[src/rtl/prog_loader_pkg.sv]
// Shared types and constants for the program-image loader.
// The FSM states, the default header magic and the header length live here.
package prog_loader_pkg;

  typedef enum logic [2:0] {
    S_IDLE  = 3'd0,
    S_HDR   = 3'd1,
    S_LOAD  = 3'd2,
    S_FILL  = 3'd3,
    S_DONE  = 3'd4,
    S_ERROR = 3'd5
  } state_e;

  localparam int          HDR_LEN   = 4;
  localparam logic [31:0] MAGIC_DEF = 32'h4153524D;

  // The header arrives MSB byte first, so index 0 selects bits 31:24.
  function automatic logic [7:0] magic_byte(input logic [31:0] magic,
                                            input logic [1:0]  idx);
    logic [7:0] b;
    case (idx)
      2'd0:    b = magic[31:24];
      2'd1:    b = magic[23:16];
      2'd2:    b = magic[15:8];
      default: b = magic[7:0];
    endcase
    return b;
  endfunction

endpackage

[src/rtl/prog_loader.sv]
// Writes a streamed "ASRM" program image into program RAM, zero-pads the
// remaining addresses and holds the CPU in reset until the image is complete.
module prog_loader
  import prog_loader_pkg::*;
#(
  parameter int          ADDR_WIDTH = 6,
  parameter int          WORD_SIZE  = 8,
  parameter logic [31:0] MAGIC      = MAGIC_DEF
) (
  input  logic                  clk,
  input  logic                  reset,
  input  logic                  start,
  input  logic [WORD_SIZE-1:0]  in_data,
  input  logic                  in_valid,
  input  logic                  in_last,
  output logic                  in_ready,
  output logic                  wr_en,
  output logic [ADDR_WIDTH-1:0] wr_addr,
  output logic [WORD_SIZE-1:0]  wr_data,
  output logic                  cpu_hold,
  output logic                  done,
  output logic                  error
);

  localparam logic [ADDR_WIDTH-1:0] TOP_ADDR = '1;

  state_e                  state_q, state_d;
  logic [ADDR_WIDTH:0]     addr_q, addr_d;
  logic [1:0]              hdr_q, hdr_d;
  logic                    wr_en_q, wr_en_d;
  logic [ADDR_WIDTH-1:0]   wr_addr_q, wr_addr_d;
  logic [WORD_SIZE-1:0]    wr_data_q, wr_data_d;
  logic                    in_ready_q, cpu_hold_q, done_q, error_q;
  logic                    xfer;
  logic                    hdr_match;

  assign xfer      = in_valid & in_ready_q;
  assign hdr_match = (in_data == WORD_SIZE'(magic_byte(MAGIC, hdr_q)));

  always_comb begin
    state_d   = state_q;
    addr_d    = addr_q;
    hdr_d     = hdr_q;
    wr_en_d   = 1'b0;
    wr_addr_d = wr_addr_q;
    wr_data_d = wr_data_q;
    case (state_q)
      S_IDLE, S_DONE, S_ERROR: begin
        if (start) begin
          state_d = S_HDR;
          addr_d  = '0;
          hdr_d   = '0;
        end
      end
      S_HDR: begin
        if (xfer) begin
          wr_en_d   = 1'b1;
          wr_addr_d = addr_q[ADDR_WIDTH-1:0];
          wr_data_d = in_data;
          addr_d    = addr_q + 1'b1;
          hdr_d     = hdr_q + 2'd1;
          // A last byte that completes a good header is a header-only image.
          if (!hdr_match)
            state_d = S_ERROR;
          else if (hdr_q == 2'(HDR_LEN - 1))
            state_d = in_last ? S_FILL : S_LOAD;
          else if (in_last)
            state_d = S_ERROR;
        end
      end
      S_LOAD: begin
        if (xfer) begin
          if (addr_q[ADDR_WIDTH]) begin
            state_d = S_ERROR;
          end else begin
            wr_en_d   = 1'b1;
            wr_addr_d = addr_q[ADDR_WIDTH-1:0];
            wr_data_d = in_data;
            addr_d    = addr_q + 1'b1;
            if (in_last)
              state_d = (addr_q[ADDR_WIDTH-1:0] == TOP_ADDR) ? S_DONE : S_FILL;
          end
        end
      end
      S_FILL: begin
        wr_en_d   = 1'b1;
        wr_addr_d = addr_q[ADDR_WIDTH-1:0];
        wr_data_d = '0;
        addr_d    = addr_q + 1'b1;
        if (addr_q[ADDR_WIDTH-1:0] == TOP_ADDR)
          state_d = S_DONE;
      end
      default: state_d = S_IDLE;
    endcase
  end

  // Status outputs are registered from the next state so they change with it.
  always_ff @(posedge clk) begin
    if (reset) begin
      state_q    <= S_IDLE;
      addr_q     <= '0;
      hdr_q      <= '0;
      wr_en_q    <= 1'b0;
      wr_addr_q  <= '0;
      wr_data_q  <= '0;
      in_ready_q <= 1'b0;
      cpu_hold_q <= 1'b1;
      done_q     <= 1'b0;
      error_q    <= 1'b0;
    end else begin
      state_q    <= state_d;
      addr_q     <= addr_d;
      hdr_q      <= hdr_d;
      wr_en_q    <= wr_en_d;
      wr_addr_q  <= wr_addr_d;
      wr_data_q  <= wr_data_d;
      in_ready_q <= (state_d == S_HDR) || (state_d == S_LOAD);
      cpu_hold_q <= (state_d != S_DONE);
      done_q     <= (state_d == S_DONE);
      error_q    <= (state_d == S_ERROR);
    end
  end

  assign in_ready = in_ready_q;
  assign wr_en    = wr_en_q;
  assign wr_addr  = wr_addr_q;
  assign wr_data  = wr_data_q;
  assign cpu_hold = cpu_hold_q;
  assign done     = done_q;
  assign error    = error_q;

endmodule

[config.mk]
export PLATFORM = sky130hd
export DESIGN_NAME = prog_loader
export DESIGN_NICKNAME = d
export VERILOG_FILES = /design/src/rtl/prog_loader_pkg.sv /design/src/rtl/prog_loader.sv
export SDC_FILE = /design/constraint.sdc
export NUM_CORES = 1
export LEC_CHECK = 0
export ABC_AREA = 0
export BUFFER_PORTS_ARGS = -buffer_cell sky130_fd_sc_hd__buf_2
export CORE_ASPECT_RATIO = 0.9
export CORE_MARGIN = 1.5
export CORE_UTILIZATION = 57
export CTS_CLUSTER_SIZE = 12
export DETAILED_ROUTE_END_ITERATION = 7
export PLACE_DENSITY = 0.9
export REMOVE_ABC_BUFFERS = 1
export SLEW_MARGIN = 40
export SYNTH_ARGS = -nofsm -noshare
export SYNTH_HDL_FRONTEND = slang
export SYNTH_SLANG_ARGS = --single-unit
[constraint.sdc]
create_clock -name clk -period 4.6 [get_ports clk]
set_input_delay 0.23 -clock clk [delete_from_list [all_inputs] [get_ports clk]]
set_output_delay 0.23 -clock clk [all_outputs]
set_load 0.01 [all_outputs]
==> flow_metrics.py <==
metrics = {
    "sta": {
        "fin_crit_ps": 2020,
        "finalMaxSlewViolations": 0,
        "fin_skew_ps": 10.9,
        "setup_tns_ps": 0,
        "finalCritPeriodShare": 0.440,
        "rsz0062_at_grt": "no",
        "fmax_mhz": 494,
        "hold_viol": 0,
        "max-slew-margin-rel": 0.656,
        "setup_violations": 0,
        "worstMarginPinSlew_ps": 516,
    },
    "setup_path": {
        "r2r_slack_ps": 2580,
        "worstSetupPathType": "flip-flop to flip-flop",
        "cp.arrival_ps": 2310,
        "critPathMaxFanout": 5,
        "max_stage_delay_ps": 400,
        "cpMaxStageDelayCell": "dfxtp_1",
        "worst_r2r_endpoint": "done$_SDFF_PP0_",
        "cp-start-kind": "flip-flop",
        "cp-end-kind": "flip-flop",
        "path_delay_family": "simple AND/OR/NAND/NOR gates",
        "worstPathRequired_ps": 4880,
        "worstPathBufferInverterCount": 1,
        "startpoint": "hdr_q[0]$_SDFFE_PP0P_",
        "reg2reg_from": "hdr_q[0]$_SDFFE_PP0P_",
        "r2r_cells": 8,
        "path_cells": "inv_1 > ha_1 > and3b_1 > o2111ai_1 > nor3_1 > o21a_1 > nor2_1 > and3_1",
    },
    "cells_and_area": {
        "final_nets": 224,
        "antenna_cells": 0,
        "syn2layout_area_growth_pct": 14.8,
        "fill_cells": 206,
        "regArea_um2": 621,
        "multi_input_area_um2": 851,
        "fin_area_um2": 1760,
        "utilization": 0.701,
        "drive_above_1_share": 0.266,
    },
    "pwr": {
        "p_leak_uw": 0.000782,
        "power_density_nw_per_um2": 319,
        "vdd_drop_max_uv": 289,
    },
    "logic_synthesis": {
        "netlist_instances": 176,
        "synthFlopType": "dfxtp_1",
        "async_flop_share": 0,
        "netlist.area_leader.share": 0.405,
        "ys_seq_area_frac": 0.405,
        "synthDistinctLibCells": 47,
        "synth_edf_count": 0,
        "yosysWarnings": 0,
        "ys_top_cells_by_area": "dfxtp_1, nor2_1, nand2_1",
        "synthesis.area_um2": 1530,
        "synth_top_area_cell": "dfxtp_1",
        "postSynthAreaPerCell_um2": 8.71,
        "ys_ff_latch": 31,
    },
    "place": {
        "place_congestion": 0.872,
        "io_buffers": 31,
        "placed_cell_area_um2": 1670,
        "place.detailed.hpwl_um": 2310,
    },
    "hold_path": {
        "hp-class": "input port to flip-flop",
        "holdPathEnd": "wr_data[7]$_SDFFE_PP0P_",
        "hp-start": "in_data[7]",
        "min_delay_path_depth": 3,
    },
    "clocking": {
        "path_clk_slew_ps": 110,
        "post_cts_buffers": 0,
        "cts_buffer_depth": 2,
        "cts_made_buffers": 5,
        "cts_tree": "yes",
        "clockRootBuffer": "clkbuf_4",
        "numClockSinks": 31,
        "holdBufCountCts": 0,
        "cts_resized": 0,
        "insertion_delay_ps": 340,
        "h-tree-depth": 2,
    },
    "floorplanning": {
        "row_count": 17,
        "die_h_um": 52.2,
        "io_pins": 32,
        "die_w_um": 57.7,
        "initial_core_util": 0.611,
        "core_um2": 2510,
        "dieArea_um2": 3010,
    },
    "route": {
        "totalWireLength_um": 3100,
        "drcViolationCount": 2,
        "num_vias": 1294,
        "ant_nets": 0,
        "drt_iter0_drc": 43,
        "drt-pass1-iter-count": 6,
        "post_drt_wl_per_cell_um": 13.2,
        "viasPerCell": 5.51,
    },
    "flow_run": {
        "cap_violations": 0,
    },
    "global_route": {
        "grt_pass1_wl_um": 5060,
        "overflow": 0,
        "grt_max_degree": 25,
        "grt_usage": 0.221,
        "grt_pass1_vias": 1207,
        "antenna_found_initial": 0,
    },
    "status": {
        "violations": "design-rule violations",
        "run_status": "finished, violations left",
    },
}
[cell families after synthesis]
family,count (synthesis),share of synthesized area
muxes,1,0.00653
buffers and inverters,11,0.0416
DFF,31,0.405
adders and majority gates,5,0.0408
and+or+nand+nor,89,0.313
AOI/OAI and AO/OA,32,0.153
xor gates and xnor gates,7,0.0400
[Yosys cell counts (all sizes together) (2+ instances only)]
cell,instances
nor2b,4
nand2,22
inv,3
o21a,3
o21ai,3
or2b,2
nand3,14
nor3,5
and3,3
dfxtp,31
nand4,3
a22oi,2
ha,5
clkbuf,2
xnor2,2
a21oi,16
nor2,25
nor3b,3
a211oi,2
xor2,5
buf,6
[worst max path at each step]
stage / slack [ps] / cells past startpoint / endpoint
after detailed placement: 2600 / 8 / done$_SDFF_PP0_
final: 2580 / 8 / done$_SDFF_PP0_
after global placement: 2660 / 8 / in_ready$_SDFF_PP0_
after floorplan: 2810 / 8 / in_ready$_SDFF_PP0_
after CTS: 2570 / 8 / done$_SDFF_PP0_
after global routing: 2340 / 8 / done$_SDFF_PP0_
[tightest hold or removal path, cell delays in order]
cell and delay [ps]:
buf_2 100, nand3_1 60, a21oi_1 60
[per-stage QoR]
stage / hold WS (ps) / total power, uW / cells / worst slack [ps]
4_1_cts: 147 / 560 / 235 / 2570
2_1_floorplan: 299 / 319 / 168 / 2810
6_report: 143 / 561 / 235 / 2580
3_3_place_gp: 437 / 338 / 227 / 2660
5_1_grt: 158 / 576 / 235 / 2340
3_5_place_dp: 444 / 340 / 227 / 2600
[final cells by class]
| cell class | instances | area share |
|---|---|---|
| clock buffer | 6 | 0.0292 |
| sequential | 31 | 0.353 |
| clock inverter | 2 | 0.0199 |
| inverter | 3 | 0.00640 |
| timing repair buffer | 31 | 0.0882 |
| multi-input combinational | 134 | 0.484 |
| tap | 28 | 0.0199 |
[layer usage]
layer | GRT usage | vias up | share of wire
met5 | 0 | - | 0
met4 | 0.0969 | 0 | 0.018
met3 | 0.0593 | 7 | 0.031
met2 | 0.369 | 22 | 0.48
met1 | 0.267 | 594 | 0.47
li1 | - | 671 | -
[cell usage in the layout, fill, tap and decap left out, types with 2 or more instances in the layout]
| cell type | n |
|---|---|
| dfxtp_1 | 31 |
| buf_2 | 31 |
| nor2_1 | 23 |
| nand2_1 | 22 |
| a21oi_1 | 16 |
| nand3_1 | 13 |
| xor2_1 | 5 |
| nor3_1 | 5 |
| ha_1 | 5 |
| clkbuf_4 | 5 |
| inv_1 | 3 |
| and3_1 | 3 |
| nor2b_1 | 3 |
| nand4_1 | 3 |
| nor3b_1 | 2 |
| o21ai_0 | 2 |
| nor2_2 | 2 |
| xnor2_1 | 2 |
| o21a_1 | 2 |
[sequential cells by signal, indices dropped and copies added, names as in the netlist]
register	flops
done	1
hdr_q	2
error	1
wr_en	1
cpu_hold	1
in_ready	1
wr_addr	6
state_q	3
wr_data	8
addr_q	7
[power by group]
group | internal, uW | leakage, uW | total, uW | switching [uW]
clock | 128 | 0.0000482 | 227 | 98.3
combinational | 22.3 | 0.000483 | 52.4 | 30.0
sequential | 274 | 0.000251 | 281 | 7.30
total | 425 | 0.000782 | 561 | 136
Note: power is estimated with default switching activity, not from simulation.
